--- config.mk ---
export PLATFORM = sky130hd
export DESIGN_NAME = nandy_sequencer
export DESIGN_NICKNAME = d
export VERILOG_FILES = /design/src/rtl/nandy_sequencer.sv
export SDC_FILE = /design/constraint.sdc
export NUM_CORES = 1
export LEC_CHECK = 0
export ABC_AREA = 1
export CAP_MARGIN = 0
export CORE_AREA = 2 2 45 47
export CTS_CLUSTER_DIAMETER = 200
export DETAILED_ROUTE_END_ITERATION = 10
export DIE_AREA = 0 0 47 49
export GPL_TIMING_DRIVEN = 0
export PLACE_DENSITY = 0.74
export SETUP_SLACK_MARGIN = 0.02
export SYNTH_ARGS = -nofsm -noshare
export SYNTH_HDL_FRONTEND = slang
export SYNTH_SLANG_ARGS = --single-unit
--- constraint.sdc ---
create_clock -name clk -period 1.2 [get_ports clk]
set_input_delay 0.12 -clock clk [delete_from_list [all_inputs] [get_ports clk]]
set_output_delay 0.12 -clock clk [all_outputs]
set_load 0.02 [all_outputs]
--- src/rtl/nandy_sequencer.sv ---
// Instruction sequencer for the Nandy core: owns the IR and the phase bit.
// It also handles the fetch handshake, data-memory stall, interrupt injection and halt.
module nandy_sequencer #(
    parameter logic [7:0] INT_OPCODE = 8'h14,
    parameter bit         IRQ_EN     = 1'b1
) (
    input  logic       clk,
    input  logic       rst_n,
    input  logic [7:0] inst_in,
    input  logic       inst_valid,
    input  logic       mem_ready,
    input  logic       irq,
    input  logic       cli,
    input  logic       halt_req,
    output logic [7:0] inst,
    output logic       cycle,
    output logic       fetch_req,
    output logic       pc_inc,
    output logic       commit,
    output logic       int_take,
    output logic       int_active,
    output logic       halted
);

    typedef enum logic [2:0] {
        RESET = 3'd0,
        FETCH = 3'd1,
        EXEC0 = 3'd2,
        EXEC1 = 3'd3,
        HALT  = 3'd4
    } stateType;

    stateType   stateReg, stateNext;
    logic [7:0] instReg, instNext;
    logic       intActiveReg, intActiveNext;
    logic       pcIncReg, pcIncNext;
    logic       intTakeReg, intTakeNext;

    logic       irqTake;
    logic       memStall;

    assign irqTake  = IRQ_EN && irq && !intActiveReg;
    assign memStall = (instReg[7:6] == 2'b10) && !mem_ready;

    // State register
    always_ff @(posedge clk or negedge rst_n) begin
        if (!rst_n) begin
            stateReg     <= RESET;
            instReg      <= 8'h00;
            intActiveReg <= 1'b0;
            pcIncReg     <= 1'b0;
            intTakeReg   <= 1'b0;
        end else begin
            stateReg     <= stateNext;
            instReg      <= instNext;
            intActiveReg <= intActiveNext;
            pcIncReg     <= pcIncNext;
            intTakeReg   <= intTakeNext;
        end
    end

    // Next-state logic. pc_inc and int_take are registered, so they pulse
    // during the first EXEC0 clock that follows the accepting FETCH edge.
    always_comb begin
        stateNext     = stateReg;
        instNext      = instReg;
        intActiveNext = intActiveReg;
        pcIncNext     = 1'b0;
        intTakeNext   = 1'b0;
        case (stateReg)
            RESET: stateNext = FETCH;
            FETCH: begin
                if (irqTake) begin
                    instNext      = INT_OPCODE;
                    intTakeNext   = 1'b1;
                    intActiveNext = 1'b1;
                    stateNext     = EXEC0;
                end else if (inst_valid) begin
                    instNext  = inst_in;
                    pcIncNext = 1'b1;
                    stateNext = EXEC0;
                end
            end
            EXEC0: begin
                if (cli) begin
                    intActiveNext = 1'b0;
                end
                if (instReg[7]) begin
                    stateNext = EXEC1;
                end else if (halt_req) begin
                    stateNext = HALT;
                end else begin
                    stateNext = FETCH;
                end
            end
            EXEC1: begin
                if (!memStall) begin
                    stateNext = FETCH;
                end
            end
            HALT: begin
                if (irqTake) begin
                    stateNext = FETCH;
                end
            end
            default: stateNext = RESET;
        endcase
    end

    // Outputs. The EXEC1 commit is qualified by the memory ack in the same
    // clock so the write lands on the edge that ends the stall.
    always_comb begin
        inst       = instReg;
        int_active = intActiveReg;
        pc_inc     = pcIncReg;
        int_take   = intTakeReg;
        fetch_req  = (stateReg == FETCH);
        cycle      = (stateReg == EXEC1);
        halted     = (stateReg == HALT);
        commit     = (stateReg == EXEC0) || ((stateReg == EXEC1) && !memStall);
    end

endmodule

==> flow_metrics.py, run 1 <==
metrics = {
    "outcome": {
        "status": "finished with violations",
        "violations": "setup timing",
    },
    "setup_path": {
        "worstReg2RegStart": "stateReg[1]$_DFFE_PN0P_",
        "critPathKind": "reg2out",
        "critPathLaunchType": "register",
        "regToRegSetupSlack_ns": -0.09,
        "cp_data_required_time_ns": 1.08,
        "arrival_ns": 1.24,
        "cp-end-kind": "output port",
        "ff2ff_path_depth": 8,
        "r2r-end": "stateReg[0]$_DFFE_PN0P_",
        "cp_max_fo": 5,
    },
    "clocking": {
        "cts_root_buffer": "clkbuf_4",
        "cts_tree": "yes",
        "cts_buffers": 3,
        "htreeDepth": 1,
        "clock_path_buffers": 2,
        "cts-hold-fix-buffers": 0,
        "cts.sinks": 14,
        "clk_latency_ns": 0.27,
        "clk_pin_slew_worst_paths_ns": 0.09,
    },
    "sta": {
        "max_slew.worst_pin.slew_ns": 0.655,
        "slew-limit-headroom": 0.562,
        "fmax_mhz": 737,
        "rsz0062_at_grt": "yes",
        "finalHoldViolCount": 0,
        "finalSetupViolCount": 14,
        "fin_crit_ns": 1.36,
        "clock_skew_ns": 0.00555,
        "finalSetupTns_ns": -0.661,
        "fin_crit_sh": 1.13,
        "slew_viol_final": 0,
        "setup_slack_ns": -0.157,
    },
    "detailed_routing": {
        "drt.antenna.violating_nets": 0,
        "drc_errors": 0,
        "routedWlPerCell_um": 12.2,
        "wl_met1_um": 871,
        "wl_met2_mm": 1.06,
        "wl_mm": 2.05,
        "first_pass_iters": 4,
        "top_layer_used": "met4",
        "avgViaCountPerCell": 4.57,
        "routed-wl-met3_um": 104,
        "drt_iter0_markers": 4,
        "vias": 768,
    },
    "final_layout": {
        "diodes": 0,
        "final_area_um2": 1300,
        "layout_commonest_cell": "nand2_1",
        "nFillCells": 154,
        "layout_common_cells": "nand2_1, clkdlybuf4s50_1, buf_4",
        "final_util": 0.705,
        "nets": 157,
        "drive_gt1_frac": 0.397,
        "area_growth_syn_to_layout_pct": 87.7,
    },
    "global_route": {
        "antenna_found_initial": 0,
        "grt_pass1_vias": 736,
        "grt_max_degree": 15,
        "track_usage": 0.175,
        "grt_pass1_wl_mm": 3.02,
        "grt_overflow_total": 0,
    },
    "synthesis": {
        "yosys_warnings": 0,
        "syn_nets": 107,
        "synthCells": 92,
        "synth_area_per_cell_um2": 7.52,
        "ys_seq_area_frac": 0.506,
        "synth_area_um2": 692,
        "synth-seq-cells": 14,
        "ys_types": 15,
    },
    "power_and_ir_drop": {
        "p_per_area_nw_per_um2": 2570,
        "ir_drop_mv": 1.46,
        "leakagePower_uw": 0.000676,
    },
    "die": {
        "die_area_um2": 2300,
        "initial_core_util": 0.376,
        "rows": 16,
        "die_x_um": 47,
        "dieHeight_um": 49,
        "design.core.area_um2": 1840,
        "ioPinCount": 30,
    },
    "min_path": {
        "hold_path_class": "in2async",
    },
    "placement": {
        "placed_area_um2": 1020,
        "gp_congestion": 0.892,
        "hpwlAfterDp_mm": 1.20,
        "place.port_buffers": 29,
    },
    "flow_run": {
        "maxCapViolCount": 0,
    },
}
## how the worst max path moves through the flow
stage | start | end | slack [ns] | cells after the start
finish | stateReg[1]$_DFFE_PN0P_ | halted | -0.16 | 5
floorplan | stateReg[1]$_DFFE_PN0P_ | stateReg[0]$_DFFE_PN0P_ | 0.08 | 6
global route | stateReg[2]$_DFFE_PN0P_ | halted | -0.19 | 5
global placement | stateReg[2]$_DFFE_PN0P_ | commit | -0.45 | 6
CTS | stateReg[2]$_DFFE_PN0P_ | commit | -0.15 | 6
detailed placement | stateReg[2]$_DFFE_PN0P_ | commit | -0.44 | 6
## kinds of logic after synthesis
family | synth area share
AND/OR/NAND/NOR | 0.387
flip-flops | 0.506
buffers and inverters | 0.0778
AO/OA/AOI/OAI | 0.0289
## per-stage QoR
step | std cells | hold slack, ns | total power, uW | setup slack, ns
after floorplan | 92 | -0.176 | 1690 | 0.0836
after global placement | 148 | 0.459 | 2280 | -0.450
after detailed placement | 148 | 0.468 | 2310 | -0.441
after CTS | 165 | 0.249 | 2990 | -0.154
after global routing | 168 | 0.277 | 3570 | -0.189
final | 168 | 0.237 | 3340 | -0.157
## worst max-delay path, stage by stage, from the launching register on
cell and delay (ns):
dfrtp_2 0.47, buf_6 0.14, nor2_4 0.10, nand2_2 0.09
inv_2 0.06, buf_6 0.10
## flip-flops by register name, summed over array words and instances, names as in the netlist
| register | cells |
|---|---|
| inst | 8 |
| stateReg | 3 |
| int_take | 1 |
| pc_inc | 1 |
| int_active | 1 |
## synth_stat cells, drive strengths merged
master	number	area, um^2
clkinv	1	8.76
nand3b	2	15.0
nand3	7	40.0
inv	12	45.1
dfrtp	14	350
nor2	14	65.1
nand2	37	141
or2	1	6.26
a21oi	2	10.0
o21ai	2	10.0
## final cells by class
cell class | instances | area (um^2) | area share
repair buffers | 45 | 419 | 0.323
multi-input cells | 65 | 395 | 0.304
flip-flops and latches | 14 | 355 | 0.274
inverters | 13 | 58.8 | 0.0453
clock buffers | 4 | 36.3 | 0.0279
well taps | 27 | 33.8 | 0.0260
## timing repair
action                     CTS  global route
setup endpoints to repair   25            16
buffers inserted            13             3
pin swaps                    4             8
resized for setup           53            22
## metal layers
layer / vias up / global-route usage
met5: - / 0
met4: 0 / 0.0556
met3: 2 / 0.0333
met2: 23 / 0.295
met1: 365 / 0.216
li1: 378 / -
## report_power, final
part	internal [uW]	total (uW)	switching [uW]
clock network	184	337	153
logic	989	2170	1180
registers	681	830	149
total	1850	3340	1480
Note: power is estimated with default switching activity, not from simulation.
==> inputs of run 2 (changes only) <==
CORE_AREA = 2 2 44 46   (was 2 2 45 47)
CTS_BUF_LIST = sky130_fd_sc_hd__clkbuf_8   (was default)
DIE_AREA = 0 0 46 48   (was 0 0 47 49)
PLACE_DENSITY = 0.77   (was 0.74)
==> run 2 against run 1 <==
  * The run still ends with setup timing left
  * Via count fell by 5.2%
  * Critical path depth rose by 1
  * Total power fell by 12%
  * Design area fell by 13%
  * Critical endpoint is now commit
  * Largest power group unchanged
==> flow_metrics.py, run 2 (same netlist as run 1, synthesis figures left out) <==
metrics = {
    "sta": {
        "fin_crit_sh": 1.14,
        "clock_skew_ns": 0.00180,
        "fin_crit_ns": 1.37,
        "slew-limit-headroom": 0.587,
        "fmax_mhz": 730,
        "rsz0062_at_grt": "yes",
        "setup_slack_ns": -0.169,
        "slew_viol_final": 0,
        "finalHoldViolCount": 0,
        "max_slew.worst_pin.slew_ns": 0.618,
        "fin_hold_ws_ns": 0.258,
        "finalSetupViolCount": 12,
    },
    "die": {
        "die_x_um": 46,
        "rows": 15,
        "ioPinCount": 30,
        "initial_core_util": 0.410,
        "dieHeight_um": 48,
        "design.core.area_um2": 1690,
        "die_area_um2": 2210,
    },
    "final_layout": {
        "seq_area_um2": 354,
        "multiInputGateArea_um2": 330,
        "area_growth_syn_to_layout_pct": 62.9,
        "final_util": 0.667,
        "final_area_um2": 1130,
        "diodes": 0,
        "nFillCells": 162,
        "largest_reg_flops": 8,
        "layout_commonest_cell": "nand2_1",
        "final_cells": 147,
        "nets": 146,
        "layout_common_cells": "nand2_1, clkdlybuf4s50_1, dfrtp_1",
        "drive_gt1_frac": 0.238,
    },
    "global_route": {
        "grt_pass1_vias": 607,
        "track_usage": 0.164,
        "grt_overflow_total": 0,
        "antenna_found_initial": 0,
        "grt_pass1_wl_mm": 2.53,
        "grt_max_degree": 15,
    },
    "clocking": {
        "cts.sinks": 14,
        "clk_pin_slew_worst_paths_ns": 0.06,
        "cts_buffers": 3,
        "clock_path_buffers": 2,
        "clk_latency_ns": 0.25,
        "cts_tree": "yes",
        "cts-hold-fix-buffers": 0,
        "cts_root_buffer": "clkbuf_8",
        "htreeDepth": 1,
    },
    "power_and_ir_drop": {
        "leakagePower_uw": 0.000598,
        "p_per_area_nw_per_um2": 2600,
        "ir_drop_mv": 1.31,
    },
    "outcome": {
        "violations": "setup timing",
        "status": "finished with violations",
    },
    "min_path": {
        "hold_path_class": "in2async",
    },
    "setup_path": {
        "cp-end-kind": "output port",
        "crit_start": "stateReg[2]$_DFFE_PN0P_",
        "regToRegSetupSlack_ns": -0.03,
        "cp_max_fo": 5,
        "crit_end": "commit",
        "cp_data_required_time_ns": 1.08,
        "ff2ff_path_depth": 7,
        "worstReg2RegStart": "stateReg[2]$_DFFE_PN0P_",
        "arrival_ns": 1.25,
        "critPathKind": "reg2out",
        "r2r-end": "inst[2]$_DFFE_PN0P_",
        "critPathLaunchType": "register",
    },
    "detailed_routing": {
        "drt.antenna.violating_nets": 0,
        "wl_mm": 1.71,
        "vias": 728,
        "routedWlPerCell_um": 11.6,
        "avgViaCountPerCell": 4.95,
        "drt_iter0_markers": 10,
        "first_pass_iters": 4,
        "drc_errors": 0,
    },
    "placement": {
        "hpwlAfterDp_mm": 1.18,
        "gp_congestion": 0.885,
        "place.port_buffers": 29,
        "dp_slack_ns": -0.451,
        "dp.cells": 138,
        "placed_area_um2": 1000,
    },
    "flow_run": {
        "maxCapViolCount": 0,
    },
}
[run 2: worst min path at each step]
| stage | endpoint | cells after the start |
|---|---|---|
| 2_1_floorplan | inst[0]$_DFFE_PN0P_ | 0 |
| 3_3_place_gp | inst[1]$_DFFE_PN0P_ | 2 |
| 3_5_place_dp | inst[0]$_DFFE_PN0P_ | 2 |
| 4_1_cts | int_take$_DFF_PN0_ | 1 |
| 5_1_grt | int_take$_DFF_PN0_ | 1 |
| 6_report | int_take$_DFF_PN0_ | 1 |
[run 2: critical path, cell delays in order, from the launching register on]
cell,delay (ns)
dfrtp_2,0.46
inv_4,0.09
nand2_4,0.05
nor2_4,0.13
inv_1,0.05
o21ai_1,0.07
buf_4,0.15
[run 2: repair_timing]
action                                  4_1_cts  5_1_grt
resized for setup                            34       16
gates cloned                                  0        0
buffers inserted                              1        4
pin swaps                                     0        3
endpoints found under the setup margin       23       15
[run 2: per-stage QoR]
step	power, uW	setup TNS (ns)
floorplan	1690	0
global placement	2280	-1.11
detailed placement	2310	-1.21
CTS	2720	-0.439
global route	3130	-1.29
finish	2930	-0.492
[run 2: final cells by class]
type                            instances  share of cell area
Tap cell                               17              0.0189
Multi-Input combinational cell         65               0.293
Clock buffer                            4              0.0488
Inverter                               13              0.0522
Sequential cell                        14               0.314
Timing Repair Buffer                   34               0.273
[run 2: power by group]
part           total (uW)  switching, uW  internal (uW)  leakage (uW)
combinational        1610            934            674      0.000397
sequential            860            180            681      0.000172
clock                 463            172            291     0.0000288
[run 2: per-layer routing]
metal | part of all wire | global-route usage
met5 | 0 | 0
met3 | 0.070 | 0.0340
met2 | 0.51 | 0.269
met1 | 0.40 | 0.200
met4 | 0.019 | 0.0971
